<file path="src/rtl/fir_stereo_mac.sv">
// Time-multiplexed stereo FIR: one shared multiplier walks TAPS coefficients
// for the left channel, then the right, then rounds/saturates both results.
module fir_stereo_mac #(
  parameter int TAPS = 16,
  parameter int DW   = 24,
  parameter int CW   = 16,
  parameter int FRAC = 14
) (
  input  logic                      clk,
  input  logic                      reset,
  input  logic                      sample_valid,
  input  logic [DW-1:0]             left_in,
  input  logic [DW-1:0]             right_in,
  input  logic                      coef_we,
  input  logic [$clog2(TAPS)-1:0]   coef_addr,
  input  logic [CW-1:0]             coef_wdata,
  output logic [DW-1:0]             left_out,
  output logic [DW-1:0]             right_out,
  output logic                      out_valid,
  output logic                      busy,
  output logic                      overrun
);

  localparam int AW  = $clog2(TAPS);
  localparam int PW  = DW + CW;
  localparam int ACW = PW + AW;

  localparam logic signed [ACW-1:0] HALF = ACW'(2 ** (FRAC - 1));
  localparam logic signed [ACW-1:0] MAXV = ACW'(2 ** (DW - 1) - 1);
  localparam logic signed [ACW-1:0] MINV = ~MAXV;

  typedef enum logic [1:0] {IDLE, MAC_L, MAC_R, ROUND} state_t;

  state_t state, state_nxt;

  logic [AW-1:0]         wr_ptr;
  logic [AW-1:0]         tap;
  logic [AW-1:0]         rd_idx;
  logic [DW-1:0]         dl_l [TAPS];
  logic [DW-1:0]         dl_r [TAPS];
  logic [CW-1:0]         coef [TAPS];
  logic signed [ACW-1:0] acc;
  logic signed [ACW-1:0] acc_l;

  logic                  accept;
  logic                  coef_ok;
  logic                  last_tap;
  logic [DW-1:0]         x_sel;
  logic [CW-1:0]         c_sel;
  logic signed [PW-1:0]  x_ext;
  logic signed [PW-1:0]  c_ext;
  logic signed [PW-1:0]  prod;
  logic signed [ACW-1:0] prod_ext;
  logic signed [ACW-1:0] acc_sum;

  // The out_valid cycle counts as busy, so a new pair is only taken once
  // the previous result has been presented.
  assign busy     = (state != IDLE) || out_valid;
  assign accept   = sample_valid && !busy;
  assign coef_ok  = coef_we && !busy && !sample_valid;
  assign last_tap = (tap == AW'(TAPS - 1));

  // Newest sample sits one slot behind wr_ptr; tap k reaches back k more.
  assign rd_idx   = wr_ptr - AW'(1) - tap;
  assign x_sel    = (state == MAC_R) ? dl_r[rd_idx] : dl_l[rd_idx];
  assign c_sel    = coef[tap];
  assign x_ext    = {{CW{x_sel[DW-1]}}, x_sel};
  assign c_ext    = {{DW{c_sel[CW-1]}}, c_sel};
  assign prod     = x_ext * c_ext;
  assign prod_ext = {{AW{prod[PW-1]}}, prod};
  assign acc_sum  = acc + prod_ext;

  function automatic logic [DW-1:0] sat_round(input logic signed [ACW-1:0] a);
    logic signed [ACW-1:0] r;
    r = (a + HALF) >>> FRAC;
    if (r > MAXV)
      return {1'b0, {(DW-1){1'b1}}};
    else if (r < MINV)
      return {1'b1, {(DW-1){1'b0}}};
    else
      return r[DW-1:0];
  endfunction

  always_ff @(posedge clk) begin
    if (reset)
      state <= IDLE;
    else
      state <= state_nxt;
  end

  always_comb begin
    state_nxt = state;
    case (state)
      IDLE:    if (accept)   state_nxt = MAC_L;
      MAC_L:   if (last_tap) state_nxt = MAC_R;
      MAC_R:   if (last_tap) state_nxt = ROUND;
      ROUND:                 state_nxt = IDLE;
      default:               state_nxt = IDLE;
    endcase
  end

  always_ff @(posedge clk) begin
    if (reset) begin
      wr_ptr    <= '0;
      tap       <= '0;
      acc       <= '0;
      acc_l     <= '0;
      left_out  <= '0;
      right_out <= '0;
      out_valid <= 1'b0;
      overrun   <= 1'b0;
      for (int unsigned i = 0; i < TAPS; i++) begin
        dl_l[i] <= '0;
        dl_r[i] <= '0;
        coef[i] <= '0;
      end
      coef[0] <= CW'(2 ** FRAC);
    end else begin
      out_valid <= 1'b0;

      if (sample_valid && busy)
        overrun <= 1'b1;

      if (accept) begin
        dl_l[wr_ptr] <= left_in;
        dl_r[wr_ptr] <= right_in;
        wr_ptr       <= wr_ptr + AW'(1);
        acc          <= '0;
        tap          <= '0;
      end

      if (coef_ok)
        coef[coef_addr] <= coef_wdata;

      case (state)
        MAC_L: begin
          tap <= tap + AW'(1);
          if (last_tap) begin
            acc_l <= acc_sum;
            acc   <= '0;
          end else begin
            acc   <= acc_sum;
          end
        end
        MAC_R: begin
          tap <= tap + AW'(1);
          acc <= acc_sum;
        end
        ROUND: begin
          left_out  <= sat_round(acc_l);
          right_out <= sat_round(acc);
          out_valid <= 1'b1;
        end
        default: ;
      endcase
    end
  end

endmodule

</file>
<file path="config.mk">
export PLATFORM = sky130hd
export DESIGN_NAME = fir_stereo_mac
export DESIGN_NICKNAME = d
export VERILOG_FILES = /design/src/rtl/fir_stereo_mac.sv
export SDC_FILE = /design/constraint.sdc
export NUM_CORES = 2
export LEC_CHECK = 0
export ABC_AREA = 1
export CORE_UTILIZATION = 40
export CTS_CLUSTER_DIAMETER = 150
export DETAILED_ROUTE_END_ITERATION = 8
export GPL_TIMING_DRIVEN = 1
export SETUP_SLACK_MARGIN = 0.2
export SYNTH_ARGS = -nofsm -noshare
export SYNTH_HDL_FRONTEND = slang
export SYNTH_SLANG_ARGS = --single-unit
export TNS_END_PERCENT = 50
</file>
<file path="constraint.sdc">
create_clock -name clk -period 9.2 [get_ports clk]
set_input_delay 1.84 -clock clk [delete_from_list [all_inputs] [get_ports clk]]
set_output_delay 1.84 -clock clk [all_outputs]
set_load 0.005 [all_outputs]
</file>
# After elaboration in Yosys (flattened, before gate mapping)

Memory sizes are Yosys's and may differ from the RTL's. A register that Yosys moved wholly into a read port is not among the register bits.
Cells that the tools add are included.

Add/sub/neg operators: 7
Multiply operators: 1
Magnitude comparators: 4
Eq/ne operators: 7
Multiplexer cells: 35
Bitwise operators: 1
Reductions and logical operators: 17

Operators with widths:

| kind                                                                              | number |
|---|---|
| 24-bit two-way mux                                                                | 7 |
| 44-bit by 15-bit adder with 44-bit output, second input constant                  | 2 |
| 44-bit two-way mux                                                                | 2 |
| 44-bit one-hot mux with 2 select lines                                            | 1 |
| 30-bit by 24-bit greater-than comparator with 1-bit output, second input constant | 2 |
| 30-bit by 24-bit < comparator with 1-bit output, second input constant            | 2 |
| 24-bit OR reduction                                                               | 2 |
| 44-bit by 40-bit adder with 44-bit output                                         | 1 |
| 24-bit by 16-bit multiplier with 40-bit output                                    | 1 |
| 16-bit two-way mux                                                                | 2 |
| 4-bit two-way mux                                                                 | 7 |
| 16-bit OR reduction                                                               | 1 |
| 1-bit two-way mux                                                                 | 12 |
| 4-bit by 1-bit adder with 4-bit output, second input constant                     | 2 |
| 2-bit one-hot mux with 4 select lines                                             | 1 |
| 2-bit two-way mux                                                                 | 3 |
| 2-bit inequality test, second input constant                                      | 3 |
| 2-bit == test, second input constant                                              | 2 |
| 4-bit == test, second input constant                                              | 1 |
| 1-bit logical AND                                                                 | 4 |
| 2-bit nonzero test                                                                | 2 |
| 4-bit by 1-bit subtractor with 4-bit output, second input constant                | 1 |
| 4-bit subtractor                                                                  | 1 |
| 3-bit AND reduction                                                               | 1 |
| other kinds (8)                                                                   | 9 |

Bits in registers: 148
Bits in writable memories: 1024
Input port bits: 72
Output and inout bits: 51
Word-level logic and storage cells: 84
Memories: 3

Memory list:

| memory | words | bits a word | rd ports | clocked after Yosys merged registers in | write ports | RTL line | text |
|---|---|---|---|---|---|---|---|
| dl_l   | 16    | 24          | 1        | 0                                       | 16          | 39       | `logic [DW-1:0] dl_l [TAPS];` |
| dl_r   | 16    | 24          | 1        | 0                                       | 16          | 40       | `logic [DW-1:0] dl_r [TAPS];` |
| coef   | 16    | 16          | 1        | 1                                       | 16          | 41       | `logic [CW-1:0] coef [TAPS];` |

# Logic depth before layout (Yosys ltp)

Word-level depth: 10
Depth in mapped cells: 44
Gate-level depth less buffers: 42

# Worst setup path after synthesis

No wires, ideal clock.

Kind: flip-flop to flip-flop
Start: register tap[0]
End: register acc_l[42]
Setup time: 0.115 ns
Arrival time: 7.247 ns
Required time: 9.085 ns
Path slack: 1.838 ns
Cell stages (with the launch flop): 35
Path buffers: 3
Period minus slack after synthesis: 7.362 ns
Path through: dfxtp_1 inv_1 ha_1 inv_1 fa_1 buf_2 buf_1 nand3_1 nand3_1 nand3_1 nand3_1 nand2_1 inv_1 clkbuf_1 nor2_1 fa_1 fa_1 inv_1 fa_1 inv_1 fa_1 fa_1 inv_1 fa_1 inv_1 ha_1 inv_1 nor3_1 nand2_1 nor2_1 nand3_1 nand4_1 nand2_1 o21ai_0 inv_1

Cells in the longest elaborated chain, start to end: 5
Elaborated cells on any way between the ends: 8
Those cells by class: 2 x add/sub; 1 x mul; 1 x eq/ne; 1 x mux; 1 x reduce/logical; 2 x memory

RTL lines:

| item                                           | RTL line | text |
|---|---|---|
| start, declared                                | 37       | `logic [AW-1:0] tap;` |
| start signal, assigned                         | 137      | `tap <= tap + AW'(1);` |
| start signal, assigned                         | 146      | `tap <= tap + AW'(1);` |
| 4-bit subtractor                               | 64       | `assign rd_idx = wr_ptr - AW'(1) - tap;` |
| memory 16 x 24 bit (on tied branches)          | --       |  |
| 24-bit two-way mux                             | 65       | `assign x_sel = (state == MAC_R) ? dl_r[rd_idx] : dl_l[rd_idx];` |
| 24-bit by 16-bit multiplier with 40-bit output | 69       | `assign prod = x_ext * c_ext;` |
| 44-bit by 40-bit adder with 44-bit output      | 71       | `assign acc_sum = acc + prod_ext;` |
| end signal, assigned                           | 139      | `acc_l <= acc_sum;` |
| end, declared                                  | 43       | `logic signed [ACW-1:0] acc_l;` |

Several ways; a longest one is shown, not always the timed one.
A chain may end at the register's enable or synchronous reset.

# Final worst setup path

Ends and elaborated chain as after synthesis.

==> flow_summary.json <==
{
  "track_usage": 0.2549,
  "period_needed_ps": 8674,
  "max_slew_margin": 0.1923,
  "cp.buffers_inverters": 10,
  "fillers": 16086,
  "clock_latency_ps": 800,
  "synth-seq-cells": 1163,
  "setup_viol": 0,
  "endpoint_kind": "register",
  "yosys.area.top_type": "edfxtp_1",
  "core_region_area_um2": 169300,
  "cp.arrival_ps": 9340,
  "fin_ws_ps": 526.3,
  "start_kind": "register",
  "vias": 53442,
  "grt.overflow.total": 0,
  "outcome": "finished with violations",
  "drive_above_1_share": 0.06491,
  "cts_tree": "built",
  "root_buffer": "clkbuf_16",
  "cts_hold_buf": 0,
  "dp.final_hpwl_um": 135900,
  "synthTopCellsByArea": "edfxtp_1, fa_1, nor2_1, nand2_1, inv_1",
  "finClkSkew_ps": 53.42,
  "cts_max_path_buffers": 3,
  "via_per_inst": 5.550,
  "clock.fmax_mhz": 115.3,
  "die-height_um": 414.9,
  "cp_common_cell": "inv_1",
  "cpMaxStageDelayCell": "fa_4",
  "yosysWarningCount": 0,
  "drtIter0Drc": 6029,
  "io_pins": 123,
  "grt_pass1_vias": 52368,
  "syn-cell-area_um2": 68210,
  "dieArea_um2": 172200,
  "synth_common_cells": "nor2_1, nand2_1, edfxtp_1, inv_1, a21oi_1",
  "ys_seq_area_frac": 0.4916,
  "rr_startpoint": "tap[0]",
  "violations": "DRC",
  "slew_viol_final": 0,
  "grt_start_max_net_pins": 102,
  "drcViolationCount": 4,
  "utilization": 0.4529,
  "synthCells": 7317,
  "area_growth_pct": 12.39,
  "post-place-ws_ps": -292.0,
  "cp_max_fo": 34,
  "final_hold_viol_count": 0,
  "synth_most_common_cell": "nor2_1",
  "start_util": 0.4029,
  "path_clk_slew_ps": 50,
  "wire_per_inst_um": 22.97,
  "synth_top_area_share": 0.4508,
  "syn_nets": 7962,
  "drt-total-wl_um": 221200,
  "antenna_found_initial": 3,
  "die_w_um": 414.9,
  "rsz0062_at_grt": "true",
  "startpoint": "tap[0]",
  "synth_cell_types": 53,
  "max_stage_delay_ps": 990,
  "htreeDepth": 4,
  "min-delay-path-class": "reg -> reg",
  "gp_congestion": 0.9482,
  "synth-edff-count": 1024,
  "drt_pass1_iterations": 8,
  "fin_cells": 9629,
  "portBuffers": 122,
  "crit_required_ps": 9870,
  "crit_type": "reg -> reg",
  "numCtsBuffers": 132,
  "avgSynthCellArea_um2": 9.322,
  "period_share": 0.9428,
  "dp_cells": 9373,
  "row_count": 151,
  "ys.flop_type": "edfxtp_1",
  "ant_nets": 0,
  "nets": 7955,
  "crit_family": "adder cells",
  "clkSinkCount": 1163,
  "async_reset_ff_frac": 0,
  "tightest_slew_ps": 1212,
  "min-delay-start": "right_out[23]",
  "grt_first_pass_wirelength_um": 332100,
  "drv_cap": 0
}
[per-stage QoR]
step	setup TNS, ps	cell area [µm²]	hold slack [ps]
after floorplan	0	68210	445.3
after global placement	-511.5	72180	452.3
after detailed placement	-568.8	72180	458.3
after CTS	0	76370	468.0
after global routing	0	76660	492.5
final	0	76660	461.0
[logic make-up (layout without fill, tap and decap cells)]
family | Yosys count | count (layout) | synth area share
buffers and inverters | 1235 | 1328 | 0.07117
adder cells (fa/ha/maj) | 573 | 573 | 0.1530
AO/OA/AOI/OAI | 1018 | 1018 | 0.08880
flip-flops | 1163 | 1163 | 0.4916
other | 0 | 1 | 0
AND/OR/NAND/NOR | 3273 | 3273 | 0.1883
XOR/XNOR | 55 | 55 | 0.007172
[routing by layer]
metal	wire length, µm	global-route usage
met5	45	0
met4	7922	0.09033
met3	17880	0.04079
met2	103800	0.4147
met1	91570	0.3444
[placed cells by master (no fill, tap or decap), types with 43 or more instances in the layout]
master           instances
clkdlybuf4s50_1        121
a21oi_1                517
o21ai_0                225
clkbuf_16              137
nand3_1                253
fa_1                   434
buf_4                  169
a221oi_1               114
nand2_1               1329
dfxtp_1                137
o221ai_1                43
inv_1                  747
ha_1                   136
nor2_1                1556
edfxtp_1              1024
[final cells by class]
class                           instances  area [µm²]  share of cell area
Antenna cell                            1       2.502          0.00003264
Timing Repair inverter                  1       5.005          0.00006528
Timing Repair Buffer                  316        2989             0.03899
Clock inverter                         59       545.5            0.007116
Inverter                              777        2969             0.03873
Multi-Input combinational cell       4919       30260              0.3947
Clock buffer                          175        3580             0.04669
Sequential cell                      1163       33540              0.4375
Tap cell                             2218        2775             0.03620
[worst reg2reg max path: cells and delay by family, from the launching register on]
| family | cells | cell delay [ps] |
|---|---|---|
| buffers and inverters | 10 | 1270 |
| DFF | 1 | 320 |
| AOI/OAI and AO/OA | 9 | 1740 |
| adders and majority gates | 9 | 4590 |
| and+or+nand+nor | 5 | 610 |
[sequential cells by signal, indices dropped and copies added, names as in the netlist, named ones only]
signal     cells
overrun        1
state          2
right_out     24
acc           44
out_valid      1
tap            4
coef         256
left_out      24
wr_ptr         4
dl_r         384
dl_l         384
acc_l         31
[repair_timing]
item / 4_1_cts / 5_1_grt
hold endpoints to repair: 0 / 0
pin swaps: 1 / 5
setup buffers: 4 / 15
endpoints found under the setup margin: 19 / 57
resized for setup: 6 / 34
cloned: 0 / 2
[path summary, 6_finish.rpt]
kind,to,slack (ps),cells after the start
setup / recovery,acc_l[42],530,33
hold / removal,right_out[23],460,2
setup reg to reg,acc_l[42],530,33
hold reg to reg,right_out[23],460,2
Power is left out: the tool's default activity adds up to more than one toggle a clock period on the data nets, which glitch-free logic cannot reach.
